===== src/rtl/dem_gpg_ctrl.sv =====
// Stopwatch/clock control FSM: debounced buttons -> count tick, field select, set-step strobes, clear, blink.
// Latency: a press seen at an edge drives the registered outputs from that edge on. No backpressure; strobes are fire-and-forget.
module dem_gpg_ctrl #(
    parameter int unsigned DIV_100HZ = 500000,
    parameter int unsigned HOLD_CYC  = 25000000,
    parameter int unsigned REP_CYC   = 10000000,
    parameter int unsigned BLINK_CYC = 12500000
) (
    input  logic       ckht,
    input  logic       rst,
    input  logic       btn_ss,
    input  logic       btn_mode,
    input  logic       btn_up,
    input  logic       btn_dw,
    input  logic       btn_clr,
    output logic       ena_db,
    output logic [1:0] gt_mod,
    output logic       ena_up,
    output logic       ena_dw,
    output logic       ena5hz,
    output logic       clr_cnt,
    output logic       running,
    output logic       blink
);

    typedef enum logic [2:0] {ST_STOP, ST_RUN, ST_SET_S, ST_SET_M, ST_SET_H} state_t;

    localparam int PW = (DIV_100HZ > 1) ? $clog2(DIV_100HZ) : 1;
    localparam int RW = $clog2(HOLD_CYC + 1);
    localparam int BW = (BLINK_CYC > 1) ? $clog2(BLINK_CYC) : 1;
    localparam logic [PW-1:0] PRE_TOP    = PW'(DIV_100HZ - 1);
    localparam logic [RW-1:0] HOLD_V     = RW'(HOLD_CYC);
    localparam logic [RW-1:0] REP_RELOAD = RW'(HOLD_CYC - REP_CYC + 1);
    localparam logic [BW-1:0] BLINK_TOP  = BW'(BLINK_CYC - 1);

    state_t        state_q, state_d;
    logic [4:0]    btn_q;
    logic [4:0]    btn_now;
    logic [4:0]    press;
    logic          armed_q;
    logic [PW-1:0] pre_q, pre_d;
    logic [RW-1:0] rcnt_q, rcnt_d;
    logic          act_q, act_d;
    logic [BW-1:0] bcnt_q, bcnt_d;
    logic          ena_db_q, ena_db_d;
    logic [1:0]    gt_mod_q, gt_mod_d;
    logic          ena_up_q, ena_up_d;
    logic          ena_dw_q, ena_dw_d;
    logic          ena5hz_q, ena5hz_d;
    logic          clr_q, clr_d;
    logic          running_q, running_d;
    logic          blink_q, blink_d;
    logic          in_set_d;
    logic          stay;
    logic          one_held;

    // armed_q masks the first edge after reset so buttons held through reset are not seen as presses
    assign btn_now = {btn_clr, btn_dw, btn_up, btn_mode, btn_ss};
    assign press   = btn_now & ~btn_q & {5{armed_q}};

    always_comb begin
        state_d = state_q;
        case (state_q)
            ST_STOP:  if (press[0]) state_d = ST_RUN;
                      else if (press[1]) state_d = ST_SET_S;
            ST_RUN:   if (press[0]) state_d = ST_STOP;
            ST_SET_S: if (press[1]) state_d = ST_SET_M;
            ST_SET_M: if (press[1]) state_d = ST_SET_H;
            ST_SET_H: if (press[1]) state_d = ST_STOP;
            default:  state_d = ST_STOP;
        endcase
    end

    always_comb begin
        in_set_d  = (state_d == ST_SET_S) || (state_d == ST_SET_M) || (state_d == ST_SET_H);
        stay      = (state_d == state_q);
        one_held  = btn_up ^ btn_dw;
        running_d = (state_d == ST_RUN);
        case (state_d)
            ST_SET_S: gt_mod_d = 2'b01;
            ST_SET_M: gt_mod_d = 2'b10;
            ST_SET_H: gt_mod_d = 2'b11;
            default:  gt_mod_d = 2'b00;
        endcase
        ena_up_d = in_set_d & btn_up & ~btn_dw;
        ena_dw_d = in_set_d & btn_dw & ~btn_up;
        clr_d    = (state_q == ST_STOP) & press[4];

        pre_d    = pre_q;
        ena_db_d = 1'b0;
        if (clr_d) begin
            pre_d = '0;
        end else if (running_d) begin
            if (pre_q == PRE_TOP) begin
                pre_d    = '0;
                ena_db_d = 1'b1;
            end else begin
                pre_d = pre_q + PW'(1);
            end
        end

        // Repeat counter reloads so the next match lands REP_CYC cycles later
        act_d    = 1'b0;
        rcnt_d   = '0;
        ena5hz_d = 1'b0;
        if (in_set_d && stay && one_held) begin
            if (press[2] || press[3]) begin
                act_d    = 1'b1;
                rcnt_d   = RW'(1);
                ena5hz_d = 1'b1;
            end else if (act_q) begin
                act_d = 1'b1;
                if (rcnt_q == HOLD_V) begin
                    ena5hz_d = 1'b1;
                    rcnt_d   = REP_RELOAD;
                end else begin
                    rcnt_d = rcnt_q + RW'(1);
                end
            end
        end

        blink_d = 1'b1;
        bcnt_d  = '0;
        if (in_set_d && stay && !act_d) begin
            if (bcnt_q == BLINK_TOP) begin
                blink_d = ~blink_q;
            end else begin
                blink_d = blink_q;
                bcnt_d  = bcnt_q + BW'(1);
            end
        end
    end

    always_ff @(posedge ckht) begin
        if (rst) begin
            state_q   <= ST_STOP;
            btn_q     <= '0;
            armed_q   <= 1'b0;
            pre_q     <= '0;
            rcnt_q    <= '0;
            act_q     <= 1'b0;
            bcnt_q    <= '0;
            ena_db_q  <= 1'b0;
            gt_mod_q  <= 2'b00;
            ena_up_q  <= 1'b0;
            ena_dw_q  <= 1'b0;
            ena5hz_q  <= 1'b0;
            clr_q     <= 1'b0;
            running_q <= 1'b0;
            blink_q   <= 1'b1;
        end else begin
            state_q   <= state_d;
            btn_q     <= btn_now;
            armed_q   <= 1'b1;
            pre_q     <= pre_d;
            rcnt_q    <= rcnt_d;
            act_q     <= act_d;
            bcnt_q    <= bcnt_d;
            ena_db_q  <= ena_db_d;
            gt_mod_q  <= gt_mod_d;
            ena_up_q  <= ena_up_d;
            ena_dw_q  <= ena_dw_d;
            ena5hz_q  <= ena5hz_d;
            clr_q     <= clr_d;
            running_q <= running_d;
            blink_q   <= blink_d;
        end
    end

    assign ena_db  = ena_db_q;
    assign gt_mod  = gt_mod_q;
    assign ena_up  = ena_up_q;
    assign ena_dw  = ena_dw_q;
    assign ena5hz  = ena5hz_q;
    assign clr_cnt = clr_q;
    assign running = running_q;
    assign blink   = blink_q;

endmodule


===== config.mk =====
export PLATFORM = sky130hd
export DESIGN_NAME = dem_gpg_ctrl
export DESIGN_NICKNAME = d
export VERILOG_FILES = /design/src/rtl/dem_gpg_ctrl.sv
export SDC_FILE = /design/constraint.sdc
export NUM_CORES = 1
export LEC_CHECK = 0
export ABC_AREA = 1
export CORE_UTILIZATION = 58
export CTS_CLUSTER_SIZE = 10
export DETAILED_ROUTE_END_ITERATION = 7
export PLACE_DENSITY = 0.87
export SKIP_LAST_GASP = 1
export SYNTH_ARGS = -nofsm -noshare
export SYNTH_HDL_FRONTEND = slang
export SYNTH_SLANG_ARGS = --single-unit

===== constraint.sdc =====
create_clock -name ckht -period 2.6 [get_ports ckht]
set_clock_uncertainty 0.05 [all_clocks]
set_input_delay 0.52 -clock ckht [delete_from_list [all_inputs] [get_ports ckht]]
set_output_delay 0.52 -clock ckht [all_outputs]
set_load 0.005 [all_outputs]

==> qor.yml <==
first_iter_violations: 210
worstSetupPathType: "in2reg"
ir_drop_mv: 0.319
cts_tree: "yes"
grt-ovfl-total: 0
cts_root_buf: "clkbuf_8"
drt-pass1-iter-count: 5
insertion_delay_ns: 0.36
holdPathStages: 2
post-route-drc-count: 0
reg2reg_depth: 8
dieArea_um2: 9270
via_per_inst: 5.38
num_vias: 4738
die_h_um: 96.3
drv_cap: 0
yosys_warnings: 0
reg2reg_to: "rcnt_q[1]"
worstHoldStart: "pre_q[1]"
period_needed_ns: 2.21
max_stage_delay_ns: 0.51
cts_setup_buffers: 0
hold_end: "pre_q[1]"
syn_area_per_cell_um2: 6.93
hold_slack_ns: 0.456
yosys.area.top_type: "dfxtp_1"
ys_top_cells_by_area: "dfxtp_1 (34%), nand2_1 (14%), nor3_2 (7.8%), inv_1 (7.1%), nor2_1 (6.4%)"
cp_cell_sequence: "clkdlybuf4s50_1, nand2_1, nor2_1, nand3_1, nand2_2, nor2_4, nor2_8, nand4_4, nor3_1"
p_leak_nw: 1.95
n_antenna_cell: 0
utilization_pct: 65.2
layout-area-overhead-vs-synth_pct: 9.68
io_buffer_count: 15
maxSlewHeadroom_pct: 64.7
setup_tns_ns: 0
arrival_ns: 2.43
die_x_um: 96.3
syn_area_um2: 5160
numCtsBuffers: 9
place_ws_ns: -0.0172
drt-total-wl_mm: 11.4
final.period_utilization_pct: 84.9
dp_hpwl_mm: 8.77
routabilityCongestion: 0.974
synth_seq_cells: 87
nFillCells: 755
grt_pass1_vias: 4325
syn_inst: 744
coreArea_um2: 8680
yosysSeqAreaShare_pct: 33.8
cts_sinks: 87
ant_nets: 0
postCtsHoldBufs: 0
grt_antenna_before_repair: 0
cts_resized: 0
rows: 34
critical_path.reg2reg.startpoint: "state_q[2]"
grtUsageTotal_pct: 26.7
grt_max_degree: 25
grt_pass1_wl_mm: 19.3
rsz0062_at_grt: "false"
cts.clk_slew.worst_paths_ns: 0.09
status: "finished, final reports clean"
syn-num-nets: 755
nNetsFinal: 778
final_layout_size_suffix_gt1_share_pct: 11.7
hold_viol: 0
slowest_stage: "clkdlybuf4s50_1"
cts_max_path_buffers: 2
yosysTopAreaCellShare_pct: 33.8
wire_per_inst_um: 13.0
powerDensity_nw_per_um2: 457
ys_types: 31
tightest_slew_ns: 0.526
setup_slack_ns: 0.393
min-delay-path-class: "reg2reg"
initial_core_util_pct: 59.4
h-tree-depth: 3
slew_violations: 0
setup_viol_count_final: 0
clock.fmax_mhz: 453
required_ns: 2.82
cp_max_fo: 24
cp-start-kind: "input pin"
pin_count: 16
endpoint_kind: "register"
totalPowerFinal_w: 0.00258
r2r_slack_ns: 0.54
## synthesized netlist by cell type
cell	n
nand2_1	192
inv_1	98
nor2_1	88
dfxtp_1	87
nand3_1	48
nor3_2	40
xor2_1	34
nor3_1	33
a21oi_1	22
nand4_1	21
xnor2_1	14
nand3b_1	10
nor4_1	8
nor2_2	7
buf_6	6
buf_2	4
ha_1	4
inv_2	4
buf_4	3
clkbuf_1	3
and2_1	2
nand2_2	2
nand3_2	2
nand4_4	2
o21ai_1	2
o21ai_2	2
or2_1	2
and3_1	1
nor2_4	1
nor2_8	1
o21bai_1	1
## cells in the final DEF (no fill, tap or decap), types with 4 or more instances in the layout
master	synthesis	layout
nand2_1	192	192
inv_1	98	98
nor2_1	88	88
dfxtp_1	87	87
nand3_1	48	48
nor3_2	40	40
xor2_1	34	34
nor3_1	33	33
a21oi_1	22	22
nand4_1	21	21
clkdlybuf4s50_1	0	15
xnor2_1	14	14
buf_4	3	11
nand3b_1	10	10
clkbuf_8	0	10
nor4_1	8	8
nor2_2	7	7
inv_2	4	4
ha_1	4	4
## routing by layer
| layer | routed length (um) | vias to the layer above | GRT usage, % |
|---|---|---|---|
| li1 | - | 2417 | - |
| met1 | 5120 | 2203 | 33.6 |
| met2 | 5650 | 105 | 46.9 |
| met3 | 513 | 13 | 4.58 |
| met4 | 134 | 0 | 7.21 |
| met5 | 0 | - | 0 |
## layout make-up
cell class	count	area, um^2	area share [%]
flip-flops and latches	87	1740	30.8
clock buffers	10	138	2.43
multi-input cells	539	2910	51.5
well taps	108	135	2.39
inverters	102	383	6.77
clock inverters	6	75.1	1.33
repair buffers	28	273	4.82
## flip-flops by register name, summed over array words and instances (netlist names)
| name | flops |
|---|---|
| gt_mod | 2 |
| ena5hz | 1 |
| btn_q | 5 |
| pre_q | 19 |
| ena_db | 1 |
| clr_cnt | 1 |
| running | 1 |
| ena_up | 1 |
| state_q | 3 |
| act_q | 1 |
| blink | 1 |
| bcnt_q | 24 |
| armed_q | 1 |
| ena_dw | 1 |
| rcnt_q | 25 |
## stage by stage
step | instance area [um^2] | cells
after floorplan | 5160 | 744
after global placement | 5440 | 864
after detailed placement | 5440 | 864
after CTS | 5660 | 880
after global routing | 5660 | 880
final | 5660 | 880
## worst max-delay path: cells and delay by family
kind          cells  cell delay (ns)
buf+inv           1             0.51
simple gates      8             1.38
## power breakdown
part           switching [W]  leakage [nW]  internal [W]
Sequential         0.0000154         0.703       0.00135
Combinational       0.000131          1.14     0.0000737
Clock               0.000529         0.105      0.000486
Total               0.000675          1.95       0.00191
## worst max path at each step
stage	startpoint	to	slack, ns	cells past startpoint
floorplan	bcnt_q[0]	bcnt_q[10]	0.85	9
global placement	btn_mode	rcnt_q[2]	0.10	9
detailed placement	btn_mode	rcnt_q[1]	-0.02	9
CTS	btn_mode	rcnt_q[1]	0.37	9
global route	btn_mode	rcnt_q[1]	0.17	9
finish	btn_mode	rcnt_q[1]	0.39	9
## cell families (layout without fill, tap and decap cells)
logic type               after synthesis  count (layout)  share of synthesized area, %
AND/OR/NAND/NOR                      460             460                          44.5
adder cells (fa/ha/maj)                4               4                         0.971
buffers and inverters                118             146                          9.78
XOR/XNOR                              48              48                          8.15
AO/OA/AOI/OAI                         27              27                          2.82
flip-flops                            87              87                          33.8
Note: power is estimated with default switching activity, not from simulation.
